**src/rtl/dsp_sys_arr_pkg.sv**
```systemverilog
// ============================================================================
// Module  : dsp_sys_arr_pkg
// Brief   : Shared types and helpers for the systolic array datapath:
//           the single-precision word type, the result-drain state encoding
//           and an Inf/NaN classifier.
// Revision: 1.0 - initial release
// ============================================================================
`default_nettype none

package dsp_sys_arr_pkg;

    localparam int SNGL_FLT_SIZE = 32;

    typedef logic [SNGL_FLT_SIZE-1:0] single_float;

    typedef enum logic [1:0] {
        IDLE   = 2'd0,
        STREAM = 2'd1,
        DONE   = 2'd2
    } drain_state_t;

    // An all-ones exponent marks infinity or NaN regardless of mantissa.
    function automatic logic is_inf_nan(input single_float f);
        return (f[30:23] == 8'hFF);
    endfunction

endpackage

`default_nettype wire

```
**src/rtl/sys_arr_result_drain.sv**
```systemverilog
// ============================================================================
// Module  : sys_arr_result_drain
// Brief   : Snapshots the MxK accumulated results of the systolic array on the
//           rising edge of the aggregate comp_done, then streams them out
//           row-major, one single_float per valid/ready beat, tagged with
//           row/col and a last flag. A one-cycle drain_done pulse follows the
//           final beat. Optional Inf/NaN flagging is enabled by defining
//           DRAIN_NAN_CHECK_EN (adds out_nan and nan_seen ports).
// Revision: 1.0 - initial release
// ============================================================================
`default_nettype none

module sys_arr_result_drain
    import dsp_sys_arr_pkg::*;
#(
    parameter  int M      = 2,
    parameter  int K      = 2,
    localparam int RIDX_W = (M > 1) ? $clog2(M) : 1,
    localparam int CIDX_W = (K > 1) ? $clog2(K) : 1
) (
    input  logic                      clk,
    input  logic                      nrst,
    input  logic                      comp_done,
    input  logic                      error_in,
    input  logic [M*K*SNGL_FLT_SIZE-1:0] res_in,
    output logic                      out_valid,
    input  logic                      out_ready,
    output logic [SNGL_FLT_SIZE-1:0]  out_dat,
    output logic [RIDX_W-1:0]         out_row,
    output logic [CIDX_W-1:0]         out_col,
    output logic                      out_last,
    output logic                      busy,
    output logic                      drain_done,
    output logic                      err_out,
    output logic                      overrun
`ifdef DRAIN_NAN_CHECK_EN
    ,
    output logic                      out_nan,
    output logic                      nan_seen
`endif
);

    localparam int c_NUM   = M * K;
    localparam int c_IDX_W = (c_NUM > 1) ? $clog2(c_NUM) : 1;

    localparam logic [1:0] c_ST_IDLE   = IDLE;
    localparam logic [1:0] c_ST_STREAM = STREAM;
    localparam logic [1:0] c_ST_DONE   = DONE;

    localparam logic [RIDX_W-1:0] c_ROW_MAX = RIDX_W'(M - 1);
    localparam logic [CIDX_W-1:0] c_COL_MAX = CIDX_W'(K - 1);

    logic [1:0]         r_state;
    single_float        r_buf [c_NUM];
    logic [RIDX_W-1:0]  r_row;
    logic [CIDX_W-1:0]  r_col;
    logic               r_err;
    logic               r_comp_done_q;
    logic               r_overrun;

    logic               w_trigger;
    logic               w_valid;
    logic               w_last;
    logic               w_xfer;
    logic [c_IDX_W-1:0] w_idx;

    // Only a fresh rise of comp_done starts a drain; a held level is ignored.
    assign w_trigger = comp_done & ~r_comp_done_q;
    assign w_valid   = (r_state == c_ST_STREAM);
    assign w_last    = w_valid && (r_row == c_ROW_MAX) && (r_col == c_COL_MAX);
    assign w_xfer    = w_valid && out_ready;
    assign w_idx     = c_IDX_W'(r_row) * c_IDX_W'(K) + c_IDX_W'(r_col);

    assign out_valid  = w_valid;
    assign out_dat    = r_buf[w_idx];
    assign out_row    = r_row;
    assign out_col    = r_col;
    assign out_last   = w_last;
    assign busy       = (r_state != c_ST_IDLE);
    assign drain_done = (r_state == c_ST_DONE);
    assign err_out    = r_err;
    assign overrun    = r_overrun;

    // Drain sequencer: capture the whole matrix, then walk it row-major.
    always_ff @(posedge clk) begin
        if (!nrst) begin
            r_state <= c_ST_IDLE;
            r_row   <= '0;
            r_col   <= '0;
            r_err   <= 1'b0;
            for (int i = 0; i < c_NUM; i++) begin
                r_buf[i] <= '0;
            end
        end else begin
            case (r_state)
                c_ST_IDLE: begin
                    if (w_trigger) begin
                        for (int i = 0; i < c_NUM; i++) begin
                            r_buf[i] <= res_in[i*SNGL_FLT_SIZE +: SNGL_FLT_SIZE];
                        end
                        r_err   <= error_in;
                        r_row   <= '0;
                        r_col   <= '0;
                        r_state <= c_ST_STREAM;
                    end
                end
                c_ST_STREAM: begin
                    if (w_xfer) begin
                        if (w_last) begin
                            r_state <= c_ST_DONE;
                        end else if (r_col == c_COL_MAX) begin
                            r_col <= '0;
                            r_row <= r_row + RIDX_W'(1);
                        end else begin
                            r_col <= r_col + CIDX_W'(1);
                        end
                    end
                end
                c_ST_DONE: begin
                    r_state <= c_ST_IDLE;
                end
                default: begin
                    r_state <= c_ST_IDLE;
                end
            endcase
        end
    end

    // Edge history for comp_done and the sticky overrun flag (cleared only by reset).
    always_ff @(posedge clk) begin
        if (!nrst) begin
            r_comp_done_q <= 1'b0;
            r_overrun     <= 1'b0;
        end else begin
            r_comp_done_q <= comp_done;
            if (w_trigger && (r_state != c_ST_IDLE)) begin
                r_overrun <= 1'b1;
            end
        end
    end

`ifdef DRAIN_NAN_CHECK_EN
    logic r_nan_seen;

    assign out_nan  = is_inf_nan(out_dat);
    assign nan_seen = r_nan_seen;

    // Per-matrix Inf/NaN flag: cleared on capture, set by any accepted bad beat.
    always_ff @(posedge clk) begin
        if (!nrst) begin
            r_nan_seen <= 1'b0;
        end else if ((r_state == c_ST_IDLE) && w_trigger) begin
            r_nan_seen <= 1'b0;
        end else if (w_xfer && out_nan) begin
            r_nan_seen <= 1'b1;
        end
    end
`endif

endmodule

`default_nettype wire
```
**config.mk**
```make
export PLATFORM = sky130hd
export DESIGN_NAME = sys_arr_result_drain
export DESIGN_NICKNAME = d
export VERILOG_FILES = /design/src/rtl/dsp_sys_arr_pkg.sv /design/src/rtl/sys_arr_result_drain.sv
export SDC_FILE = /design/constraint.sdc
export NUM_CORES = 1
export LEC_CHECK = 0
export BUFFER_PORTS_ARGS = -buffer_cell sky130_fd_sc_hd__buf_2
export CAP_MARGIN = 20
export CELL_PAD_IN_SITES_DETAIL_PLACEMENT = 1
export CELL_PAD_IN_SITES_GLOBAL_PLACEMENT = 1
export CORE_ASPECT_RATIO = 0.5
export CORE_UTILIZATION = 29
export DETAILED_ROUTE_END_ITERATION = 8
export GPL_TIMING_DRIVEN = 0
export PLACE_DENSITY_LB_ADDON = 0.2
export SLEW_MARGIN = 10
export SYNTH_ARGS = -nofsm -noshare
export SYNTH_HDL_FRONTEND = slang
export SYNTH_SLANG_ARGS = --single-unit
export TNS_END_PERCENT = 30
```
**constraint.sdc**
```tcl
create_clock -name clk -period 9.3 [get_ports clk]
set_input_delay 0.465 -clock clk [delete_from_list [all_inputs] [get_ports clk]]
set_output_delay 0.465 -clock clk [all_outputs]
set_load 0.005 [all_outputs]
```
==> impl_metrics.env, run 1 <==
export IMPL_num_rows=36
export IMPL_setup_viol=0
export IMPL_clock_latency_ps=410
export IMPL_cts_setup_buffers=0
export IMPL_synthCells=359
export IMPL_die_height_um=102.5
export IMPL_fin_area_um2=7710
export IMPL_fin_tns_setup_ps=0
export IMPL_die_area_um2=20800
export IMPL_seq_area_frac_synth_pct=68.03
export IMPL_peakVddDrop_v=0.0001201
export IMPL_core_area_um2=19640
export IMPL_grt_pass1_vias=4205
export IMPL_combPwrFrac_pct=10.6
export IMPL_finalCritPeriodShare_pct=29.05
export IMPL_wl_mm=16.84
export IMPL_pwr_share_clk_pct=43.8
export IMPL_period_needed_ps=2702
export IMPL_switchingPower_uw=360.6
export IMPL_root_buffer="clkbuf_16"
export IMPL_cts_made_buffers=17
export IMPL_drv_slew=0
export IMPL_synth_seq_cells=135
export IMPL_grt_ovfl_total=0
export IMPL_viasPerCell=4.763
export IMPL_setup_worst_path_end="out_dat[28]"
export IMPL_critPathLaunchType="flop"
export IMPL_nets=684
export IMPL_timing_rr_end="r_buf[3][4]"
export IMPL_cap_viol_max_count=0
export IMPL_startpoint="out_row"
export IMPL_cp_required_ps=8840
export IMPL_dp_cells=798
export IMPL_cts_resized=0
export IMPL_start_util_pct=29.82
export IMPL_wl_per_cell_um=20.29
export IMPL_synth_fp_nets=492
export IMPL_rrSetupSlack_ps=7300
export IMPL_cts_path_max_buffers=2
export IMPL_powerDensity_nw_per_um2=208.1
export IMPL_cts_sinks=135
export IMPL_dieWidth_um=203.0
export IMPL_drtIter0Drc=176
export IMPL_p_int_uw=1244
export IMPL_ant_nets=0
export IMPL_yosysWarnings=0
export IMPL_cts_tree="yes"
export IMPL_cp_arrival_ps=2240
export IMPL_tightest_slew_ps=883.6
export IMPL_min_path_type="primary input to flop"
export IMPL_critPathMaxFanout=10
export IMPL_cts_max_level=4
export IMPL_track_usage_pct=16.79
export IMPL_syn_cell_area_um2=5856
export IMPL_synth_distinct_cells=24
export IMPL_place_congestion=0.7035
export IMPL_drive_gt1_share_pct=45.57
export IMPL_hold_violations=0
export IMPL_worst_clock_skew_ps=9.069
export IMPL_placed_cell_area_um2=7099
export IMPL_crit_reg2reg_launch="r_state[1]"
export IMPL_vias=3953
export IMPL_path_clk_slew_ps=60
export IMPL_grt_max_degree=62
export IMPL_area_growth_syn_to_layout_pct=31.67
export IMPL_status="completed"
export IMPL_p_total_uw=1604
export IMPL_p_sw_share_pct=22.48
export IMPL_critPathCaptureType="output port"
export IMPL_dpl_hpwl_mm=11.94
export IMPL_antenna_cells=0
export IMPL_hold_slack_ps=310.9
export IMPL_cts_hold_buf=0
export IMPL_power_frac_seq_pct=45.6
export IMPL_power_leakage_uw=0.003546
export IMPL_drtPass1Iterations=4
export IMPL_drc=0
export IMPL_antenna_found_initial=0
export IMPL_boundaryPins=173
export IMPL_maxSlewHeadroom_pct=41.09
export IMPL_synth_avg_cell_area_um2=16.31
export IMPL_hp_start="comp_done"
export IMPL_grt_pass1_wl_mm=24.82
export IMPL_rr_worst_depth=3
export IMPL_fmax_mhz=370.1
export IMPL_port_buffers=171
export IMPL_final_instance_count_excl_fill=830
export IMPL_rsz0062_at_grt="no"
export IMPL_worstSetupPathType="flop to output port"
==> synthesized netlist by cell type <==
library cell / number / area share, %
a21oi_1: 3 / 0.26
a31oi_1: 1 / 0.11
and2_1: 1 / 0.11
and3_1: 130 / 14
buf_2: 5 / 0.43
buf_4: 3 / 0.38
clkbuf_1: 19 / 1.2
clkbuf_2: 10 / 0.85
dfxtp_1: 7 / 2.4
edfxtp_1: 128 / 66
inv_1: 1 / 0.064
mux2i_1: 1 / 0.17
mux4_2: 32 / 12
nand2_1: 1 / 0.064
nand2b_1: 1 / 0.11
nand3_1: 4 / 0.34
nand4_1: 1 / 0.11
nor2_1: 1 / 0.064
nor2b_1: 5 / 0.53
nor4b_4: 1 / 0.41
o211ai_1: 1 / 0.13
o21ba_2: 1 / 0.17
or2_2: 1 / 0.11
or3b_2: 1 / 0.15
==> layout by cell type, fill, tap and decap left out <==
| master | synthesis | routed |
|---|---|---|
| buf_16 | 0 | 1 |
| nand2b_4 | 0 | 1 |
| buf_12 | 0 | 1 |
| or3b_2 | 1 | 1 |
| dfxtp_1 | 7 | 7 |
| nor2b_1 | 5 | 5 |
| and2_1 | 1 | 1 |
| nor2_1 | 1 | 1 |
| bufinv_16 | 0 | 4 |
| o21ba_2 | 1 | 1 |
| buf_2 | 5 | 176 |
| o211ai_1 | 1 | 1 |
| clkbuf_16 | 0 | 17 |
| buf_4 | 3 | 3 |
| clkbuf_1 | 19 | 19 |
| clkinv_4 | 0 | 1 |
| nor4b_4 | 1 | 1 |
| clkbuf_2 | 10 | 10 |
| nand4_1 | 1 | 1 |
| mux2i_1 | 1 | 1 |
| mux4_2 | 32 | 32 |
| a31oi_1 | 1 | 1 |
| clkinv_2 | 0 | 3 |
| nand2_1 | 1 | 1 |
| or2_2 | 1 | 1 |
| clkinvlp_4 | 0 | 4 |
| inv_1 | 1 | 1 |
| nand3_1 | 4 | 4 |
| clkinv_1 | 0 | 3 |
| edfxtp_1 | 128 | 128 |
| and3_1 | 130 | 130 |
| a21oi_1 | 3 | 3 |
==> how the worst min path moves through the flow <==
stage	end	slack (ps)	depth (start not counted)
6_report	r_comp_done_q	310	2
5_1_grt	r_comp_done_q	310	2
4_1_cts	r_comp_done_q	290	2
3_5_place_dp	overrun	490	2
3_3_place_gp	overrun	470	2
2_1_floorplan	overrun	480	2
==> flip-flops by register name, indices dropped and copies added (netlist names) <==
register,flops
r_buf,128
out_row,1
r_state,2
r_comp_done_q,1
overrun,1
err_out,1
out_col,1
==> kinds of logic after synthesis <==
kind of cell	Yosys count	share of synthesized area (%)
flops	135	68.03
compound gates	6	0.6624
buf+inv	38	2.949
simple gates	147	15.88
mux	33	12.48
==> metal layers <==
layer	vias up	wire length, µm	track usage, %
met1	2020	7901	22.74
met3	12	733	3.508
met5	-	0	0
met4	0	126	5.090
met2	103	8076	27.40
li1	1818	-	-
==> power by group through the flow <==
stage	Combinational (µW)	Sequential (µW)	Clock (µW)
after CTS	176	732	721
after floorplan	86.6	744	0
final	171	731	702
after global routing	187	735	745
after global placement	170	751	0
after detailed placement	176	744	0
==> layout make-up <==
| cell class | instances | area [µm²] |
|---|---|---|
| buffer | 37 | 168.9 |
| clock buffer | 17 | 425.4 |
| clock inverter | 15 | 185.2 |
| fill | 2088 | 11930 |
| inverter | 1 | 3.754 |
| multi-input combinational | 186 | 1707 |
| sequential | 135 | 3984 |
| tap | 266 | 332.8 |
| timing repair buffer | 173 | 903.4 |
==> per-stage QoR <==
step / utilization [%] / setup WS [ps]
floorplan: - / 4933
global placement: 35.87 / 3239
detailed placement: 36.15 / 7028
CTS: 39.26 / 6558
global route: 39.26 / 6479
finish: 39.26 / 6598
==> critical path: stages (launching register included) <==
cell      delay [ps]
dfxtp_1          320
buf_2            220
clkbuf_1         690
mux4_2           430
buf_2            150
No activity file was read; power rests on OpenSTA's default activity.
==> run 2: changes to the inputs <==
==> constraint.sdc (replaced) <==
create_clock -name clk -period 2.3 [get_ports clk]
set_input_delay 0.115 -clock clk [delete_from_list [all_inputs] [get_ports clk]]
set_output_delay 0.115 -clock clk [all_outputs]
set_load 0.005 [all_outputs]
==> run 2 against run 1 <==
Compared with the run above:
- routed wire length grew 1.2%
- count of clock-buffer cells in the layout is 1 higher
- register-to-register slack got worse by 6900 ps
- highest routed layer unchanged
==> impl_metrics.env, run 2 (synthesis gave the netlist of run 1 again) <==
export IMPL_period_needed_ps=2094
export IMPL_path_clk_slew_ps=60
export IMPL_drv_slew=0
export IMPL_nets=704
export IMPL_dpl_hpwl_mm=11.80
export IMPL_fill_cells=2094
export IMPL_seq_area_um2=3984
export IMPL_hp_start="res_in[87]"
export IMPL_num_rows=36
export IMPL_tightest_slew_ps=661.6
export IMPL_antenna_cells=0
export IMPL_finalCritPeriodShare_pct=91.04
export IMPL_cts_path_max_buffers=2
export IMPL_critPathMaxFanout=10
export IMPL_drtPass1Iterations=4
export IMPL_rrSetupSlack_ps=360
export IMPL_cp_arrival_ps=1980
export IMPL_hold_end="r_buf[2][23]"
export IMPL_cp_required_ps=2180
export IMPL_fin_tns_setup_ps=0
export IMPL_die_height_um=102.5
export IMPL_powerDensity_nw_per_um2=836.8
export IMPL_largest_reg_flops=128
export IMPL_place_congestion=0.7039
export IMPL_crit_path_top_delay_cell="mux4_2"
export IMPL_drc=0
export IMPL_cts_made_buffers=17
export IMPL_wl_per_cell_um=20.05
export IMPL_reg_top3="r_buf (128), r_state (2)"
export IMPL_drtIter0Drc=144
export IMPL_cts_tree="yes"
export IMPL_fin_util_pct=40.48
export IMPL_final_instance_count_excl_fill=850
export IMPL_critPathLaunchType="flop"
export IMPL_wl_mm=17.04
export IMPL_grt_ovfl_total=0
export IMPL_viasPerCell=4.745
export IMPL_multi_input_area_um2=1707
export IMPL_clock_latency_ps=410
export IMPL_cts_setup_buffers=0
export IMPL_worst_clock_skew_ps=9.584
export IMPL_p_total_uw=6652
export IMPL_layout_common_cells="176 x buf_2, 130 x and3_1, 128 x edfxtp_1"
export IMPL_path_cells="buf_4, buf_6, mux4_2, buf_2"
export IMPL_boundaryPins=173
export IMPL_regMostFlops="r_buf"
export IMPL_vias=4033
export IMPL_maxSlewHeadroom_pct=55.89
export IMPL_cts_sinks=135
export IMPL_cap_viol_max_count=0
export IMPL_layout_commonest_cell="buf_2"
export IMPL_setup_viol=0
export IMPL_hold_depth=2
export IMPL_timing_rr_end="r_buf[2][5]"
export IMPL_dp_cells=798
export IMPL_dieWidth_um=203.0
export IMPL_rsz0062_at_grt="no"
export IMPL_fmax_mhz=477.6
export IMPL_fin_area_um2=7949
export IMPL_grt_max_degree=54
export IMPL_antenna_found_initial=0
export IMPL_area_growth_syn_to_layout_pct=35.75
export IMPL_rr_worst_depth=3
export IMPL_power_leakage_uw=0.003650
export IMPL_root_buffer="clkbuf_16"
export IMPL_drive_gt1_share_pct=44.35
export IMPL_ant_nets=0
export IMPL_hold_violations=0
export IMPL_port_buffers=171
export IMPL_track_usage_pct=16.71
export IMPL_peakVddDrop_v=0.0005039
export IMPL_grt_pass1_wl_mm=24.63
export IMPL_crit_reg2reg_launch="r_state[1]"
export IMPL_core_area_um2=19640
export IMPL_placed_cell_area_um2=7107
export IMPL_grt_pass1_vias=4110
export IMPL_die_area_um2=20800
export IMPL_crit_path_max_incr_delay_ps=530
export IMPL_cts_max_level=4
export IMPL_min_path_type="primary input to flop"
export IMPL_start_util_pct=29.82
export IMPL_critPathCaptureType="output port"
export IMPL_worstSetupPathType="flop to output port"
export IMPL_status="completed"
## run 2: changes by cell type in the layout (fill, tap and decap cells not counted), sizes merged
| cell | delta |
|---|---|
| dlygate4sd3 | +20 |
| bufinv | +1 |
| clkbuf | +1 |
| clkinv | -2 |
## run 2: area by class of cell
| type | instances | area share (%) |
|---|---|---|
| flip-flops and latches | 135 | 50.12 |
| multi-input cells | 186 | 21.47 |
| repair buffers | 193 | 13.98 |
| clock buffers | 18 | 5.399 |
| well taps | 266 | 4.187 |
| clock inverters | 14 | 2.597 |
| plain buffers | 37 | 2.204 |
| inverters | 1 | 0.04722 |
## run 2: layer usage
metal	track usage [%]	part of all wire, %	vias up
met3	3.476	3.6	10
met2	27.42	48	79
met4	4.164	0.66	0
met5	0	0	-
li1	-	-	1851
met1	22.83	48	2093
## run 2: power by group
| group | internal (µW) | switching (µW) |
|---|---|---|
| Combinational | 353 | 370 |
| Clock | 1910 | 1060 |
| Sequential | 2900 | 49.6 |
| Total | 5170 | 1480 |
## run 2: what timing repair did
item,in CTS,in global routing
cloned,0,0
hold endpoints to repair,18,2
gates resized for setup,2,1
endpoints found under the setup margin,20,3
hold buffers,18,2
## run 2: per-stage QoR
stage	hold slack [ps]	setup slack, ps
after floorplan	242.3	176.5
after global routing	2.413	81.01
after CTS	0.3729	56.21
final	14.49	206.0
after global placement	374.4	-332.1
after detailed placement	384.6	352.6
## run 2: critical path: cells and delay by family (launching register included)
| kind | cells | cell delay (ps) |
|---|---|---|
| buffers and inverters | 3 | 670 |
| flip-flops | 1 | 360 |
| multiplexers | 1 | 530 |
## run 2: how the worst max path moves through the flow
| stage | to | slack [ps] | from |
|---|---|---|---|
| floorplan | r_buf[0][0] | 180 | r_state[1] |
| global placement | r_buf[1][7] | -330 | r_state[1] |
| detailed placement | r_buf[3][8] | 350 | r_state[1] |
| CTS | out_dat[6] | 60 | out_col |
| global route | out_dat[4] | 80 | out_col |
| finish | out_dat[5] | 210 | out_col |
